$ cat config.mk
export PLATFORM = sky130hd
export DESIGN_NAME = des_round_sequencer
export DESIGN_NICKNAME = d
export VERILOG_FILES = /design/src/rtl/des_round_sequencer.sv
export SDC_FILE = /design/constraint.sdc
export NUM_CORES = 1
export LEC_CHECK = 0
export CORE_AREA = 2 2 45 47
export DETAILED_ROUTE_END_ITERATION = 12
export DIE_AREA = 0 0 47 49
export MAX_ROUTING_LAYER = met4
export PLACE_DENSITY = 0.77
export SKIP_LAST_GASP = 1
export SYNTH_ARGS = -nofsm -noshare
export SYNTH_HDL_FRONTEND = slang
export SYNTH_SLANG_ARGS = --single-unit
export TNS_END_PERCENT = 1
$ cat constraint.sdc
create_clock -name clk -period 1.93 [get_ports clk]
set_input_delay 0.386 -clock clk [delete_from_list [all_inputs] [get_ports clk]]
set_output_delay 0.386 -clock clk [all_outputs]
set_load 0.02 [all_outputs]
$ cat src/rtl/des_round_sequencer.sv
// ---------------------------------------------------------------------------
// des_round_sequencer
//   Control FSM for an iterative DES core. Accepts a block/key job through a
//   valid/ready handshake, then drives the datapath strobes: one LOAD cycle,
//   ROUNDS Feistel-round cycles with per-round key-schedule rotate controls,
//   one FINAL cycle, and then holds out_valid until the consumer accepts.
//   No data bits live here; all 64-bit state is in the datapath.
//
// Ports
//   clk, rst_n                 clock, synchronous active-low reset
//   start_valid / start_ready  job request handshake
//   decrypt                    mode, latched on accept (1 = decrypt)
//   abort                      synchronous flush to IDLE
//   load_en                    datapath loads IP(block), PC-1(key)
//   round_en, round_idx        one Feistel round this cycle, 0-based index
//   key_shift_en/_two/_dir     C/D rotate enable, by-two, direction (1=right)
//   final_en                   datapath captures FP(R,L)
//   out_valid / out_ready      result handshake
//   busy                       FSM not in IDLE
// ---------------------------------------------------------------------------
module des_round_sequencer #(
    parameter int ROUNDS = 16
) (
    input  logic       clk,
    input  logic       rst_n,
    input  logic       start_valid,
    output logic       start_ready,
    input  logic       decrypt,
    input  logic       abort,
    output logic       load_en,
    output logic       round_en,
    output logic [3:0] round_idx,
    output logic       key_shift_en,
    output logic       key_shift_two,
    output logic       key_shift_dir,
    output logic       final_en,
    output logic       out_valid,
    input  logic       out_ready,
    output logic       busy
);

    typedef enum logic [2:0] {
        S_IDLE,
        S_LOAD,
        S_ROUND,
        S_FINAL,
        S_DONE
    } state_e;

    localparam logic [3:0] LAST_IDX = 4'(ROUNDS - 1);

    // Bit i set when the encrypt rotate amount for round i is 2.
    // Shift table 1,1,2,2,2,2,2,2,1,2,2,2,2,2,2,1 (round 0 in bit 0).
    localparam logic [15:0] ENC_TWO = 16'b0111_1110_1111_1100;

    state_e     state_q, state_d;
    logic [3:0] idx_q, idx_d;
    logic       mode_q, mode_d;

    logic       accept;
    logic [3:0] dec_sel;

    // Handshake: ready is the only output allowed to see live inputs.
    always_comb begin
        start_ready = ~abort & rst_n &
                      ((state_q == S_IDLE) | ((state_q == S_DONE) & out_ready));
        accept      = start_valid & start_ready;
    end

    // Next-state logic
    always_comb begin
        state_d = state_q;
        idx_d   = idx_q;
        mode_d  = mode_q;
        case (state_q)
            S_IDLE: begin
                if (accept) begin
                    state_d = S_LOAD;
                    mode_d  = decrypt;
                end
            end
            S_LOAD: begin
                state_d = S_ROUND;
                idx_d   = 4'd0;
            end
            S_ROUND: begin
                if (idx_q == LAST_IDX) begin
                    state_d = S_FINAL;
                    idx_d   = 4'd0;
                end else begin
                    idx_d = idx_q + 4'd1;
                end
            end
            S_FINAL: state_d = S_DONE;
            S_DONE: begin
                if (out_ready) begin
                    if (accept) begin
                        state_d = S_LOAD;
                        mode_d  = decrypt;
                    end else begin
                        state_d = S_IDLE;
                    end
                end
            end
            default: begin
                state_d = S_IDLE;
                idx_d   = 4'd0;
            end
        endcase
        // Abort wins over everything, including a DONE handshake.
        if (abort) begin
            state_d = S_IDLE;
            idx_d   = 4'd0;
        end
    end

    always_ff @(posedge clk) begin
        if (!rst_n) begin
            state_q <= S_IDLE;
            idx_q   <= 4'd0;
            mode_q  <= 1'b0;
        end else begin
            state_q <= state_d;
            idx_q   <= idx_d;
            mode_q  <= mode_d;
        end
    end

    // Decrypt walks the encrypt table backwards: round i uses S[16-i].
    // 4-bit wrap of 0-i gives 16-i for i>=1; round 0 does not rotate.
    assign dec_sel = 4'd0 - idx_q;

    // Moore output decode. Everything is forced low while rst_n is held so a
    // mid-job reset never lets a strobe through during the reset cycle.
    always_comb begin
        load_en       = 1'b0;
        round_en      = 1'b0;
        final_en      = 1'b0;
        out_valid     = 1'b0;
        busy          = 1'b0;
        round_idx     = 4'd0;
        key_shift_en  = 1'b0;
        key_shift_two = 1'b0;
        key_shift_dir = 1'b0;
        if (rst_n) begin
            busy      = (state_q != S_IDLE);
            load_en   = (state_q == S_LOAD);
            final_en  = (state_q == S_FINAL);
            out_valid = (state_q == S_DONE);
            round_idx = idx_q;
            if (state_q == S_ROUND) begin
                round_en      = 1'b1;
                key_shift_dir = mode_q;
                if (mode_q) begin
                    key_shift_en  = (idx_q != 4'd0);
                    key_shift_two = (idx_q != 4'd0) & ENC_TWO[dec_sel];
                end else begin
                    key_shift_en  = 1'b1;
                    key_shift_two = ENC_TWO[idx_q];
                end
            end
        end
    end

endmodule

==> results.yml <==
placement:
  hpwl_um: 1450
  placed_area_sq_um: 1080
  gp_congestion: 0.845
  port_buffers: 18
clock_tree:
  clock_path_buffers: 2
  htreeDepth: 1
  clk_latency_ns: 0.27
  clkTransAtPathRegs_ns: 0.06
  cts_buffers: 3
  cts_tree: "built"
  cts.sinks: 9
  cts-root-buf: "clkbuf_4"
synth:
  async_flop_share_pct: 0
  synth_flop_cell: "dfxtp_1"
  synth-compound-area-share_pct: 20.6
  synth.area.mux_share_pct: 2.60
  ys_seq_elements: 9
  synth_area_leaders: "dfxtp_1 (23%), buf_6 (5.8%), ha_1 (4.9%)"
  synthXorXnorAreaFrac_pct: 2.27
  synth-simple-area-share_pct: 34.7
  synth.top_cell.area_share_pct: 23.4
  netlist_area_sq_um: 771
  synth_cells: 91
  synth-edff-count: 0
  postSynthAreaPerCell_sq_um: 8.47
  synth_top_cell_by_area: "dfxtp_1"
  ys_seq_area_share_pct: 23.4
  synth_top_family_by_area: "simple AND/OR/NAND/NOR gates"
  synthesis.nets: 100
  post_synth_fa_ha_maj_area_fraction_pct: 4.87
  ys_warn_count: 0
  synthDistinctLibCells: 41
timing:
  finalHoldViolations: 0
  tightest_slew_ns: 0.244
  period_share_pct: 114
  fin_crit_ns: 2.20
  tns_ns: -1.53
  max_freq_mhz: 455
  slew_headroom_pct: 83.6
  setup_slack_ns: -0.269
  finalMaxSlewViolations: 0
  skew_ns: 0.00437
  rsz0062_at_grt: "true"
  report.final.setup_viol: 12
run_status:
  violations: "setup timing"
  status: "finished with violations"
floorplan:
  row_count: 16
  die_x_um: 47
  io-pin-count: 19
  die_h_um: 49
  dieArea_sq_um: 2300
  coreArea_sq_um: 1840
  start_util_pct: 41.8
setup_path:
  endpoint_kind: "primary output"
  path_max_fanout: 5
  crit_arrival_ns: 1.81
  cp-endpoint: "round_idx[1]"
  rrSetupSlack_ns: 0.12
  required_ns: 1.54
  cp-startpoint: "rst_n"
  rr_worst_depth: 8
  worstSetupStartpointType: "primary input"
  r2r-start: "idx_q[0]"
  path_class: "primary input to primary output"
power_and_ir_drop:
  vdd_drop_max_mv: 0.410
  leakagePower_uw: 0.000501
  power_density_nw_per_um2: 369
routing:
  first_pass_iters: 2
  via_per_inst: 4.86
  drc_errors: 0
  postRouteAntennaNets: 0
  routed_wl_um: 1850
  wl_per_cell_um: 12.1
  via_count: 744
  drtIter0Drc: 6
flow_run:
  maxCapViolations: 0
layout:
  post-route-util_pct: 60.1
  area_growth_pct: 43.7
  design_area_sq_um: 1110
  num-fill-cells: 190
  layout.area.seq_sq_um: 180
  fin_nets: 136
  multi_input_area_sq_um: 514
  diodes: 0
  drive_gt1_share_pct: 30.2
global_route:
  overflow: 0
  grt_start_max_net_pins: 12
  grt_pass1_vias: 751
  gr-usage-all-layers_pct: 20.4
  grt_pass1_wl_um: 3270
  antenna_found_initial: 0
worst_hold_path:
  worstHoldPathType: "flop to flop"
## area by class of cell
cell class / instances / area share (%)
inverter: 6 / 2.03
tap: 27 / 3.05
clock buffer: 3 / 2.03
clock inverter: 1 / 0.452
multi-input combinational: 68 / 46.4
timing repair buffer: 39 / 29.7
sequential: 9 / 16.3
## cells in the mapped netlist (all sizes together), types with 2 or more instances
library cell / instances
inv: 6
o21ai: 2
and2: 5
nand3: 3
a31oi: 3
nor4: 2
nand2b: 4
ha: 3
nor3: 5
and3: 3
nor2b: 3
nand2: 4
o21a: 2
mux2i: 2
nor2: 9
buf: 7
xnor2: 2
dfxtp: 9
a21oi: 3
## logic make-up after synthesis
group | after synthesis
buf+inv | 14
flops | 9
simple gates | 43
xor+xnor | 2
fa+ha+maj | 3
mux | 2
compound gates | 18
## routing by layer
metal / wire length, um / up-vias / global-route usage [%]
met5: 0 / - / -
met1: 805 / 338 / 24.6
met3: 62 / 7 / 5.56
li1: - / 383 / -
met4: 63 / 0 / 11.1
met2: 918 / 16 / 29.9
## placed cells by master, fill, tap and decap left out, types with 3 or more instances in the layout
| cell type | n |
|---|---|
| nand3_1 | 3 |
| buf_4 | 22 |
| clkdlybuf4s50_1 | 9 |
| clkbuf_4 | 3 |
| nor3_1 | 4 |
| dlygate4sd2_1 | 7 |
| inv_1 | 6 |
| dfxtp_1 | 9 |
| and3_1 | 3 |
| nand2b_1 | 4 |
| nand2_1 | 4 |
| and2_1 | 5 |
| nor2_1 | 8 |
## repair_timing
action,4_1_cts,5_1_grt
buffers inserted,0,0
setup endpoints to repair,13,13
pin swaps,1,1
resized for setup,14,1
hold buffers,0,0
## where the power goes
part           internal [uW]  switching, uW
clock network           76.7           71.1
logic                   36.5           33.3
registers                188           2.79
total                    302            107
## worst max-delay path: stages
cell	delay, ns
clkdlybuf4s50_1	0.56
buf_4	0.16
and2_1	0.11
clkdlybuf4s50_1	0.59
## metrics by stage
| stage | cells | power, uW | worst slack (ns) | hold slack (ns) |
|---|---|---|---|---|
| 2_1_floorplan | 91 | 236 | 0.0589 | 0.525 |
| 3_3_place_gp | 149 | 264 | -0.382 | 0.574 |
| 3_5_place_dp | 149 | 266 | -0.376 | 0.576 |
| 4_1_cts | 153 | 414 | -0.263 | 0.586 |
| 5_1_grt | 153 | 432 | -0.321 | 0.642 |
| 6_report | 153 | 409 | -0.269 | 0.586 |
## how the worst min path moves through the flow
| stage | startpoint | end | slack [ns] | cells after the start |
|---|---|---|---|---|
| detailed placement | mode_q | mode_q | 0.58 | 2 |
| CTS | mode_q | mode_q | 0.59 | 2 |
| global route | mode_q | mode_q | 0.64 | 2 |
| floorplan | mode_q | mode_q | 0.52 | 2 |
| global placement | mode_q | mode_q | 0.57 | 2 |
| finish | mode_q | mode_q | 0.59 | 2 |
No activity file was read; power rests on OpenSTA's default activity.
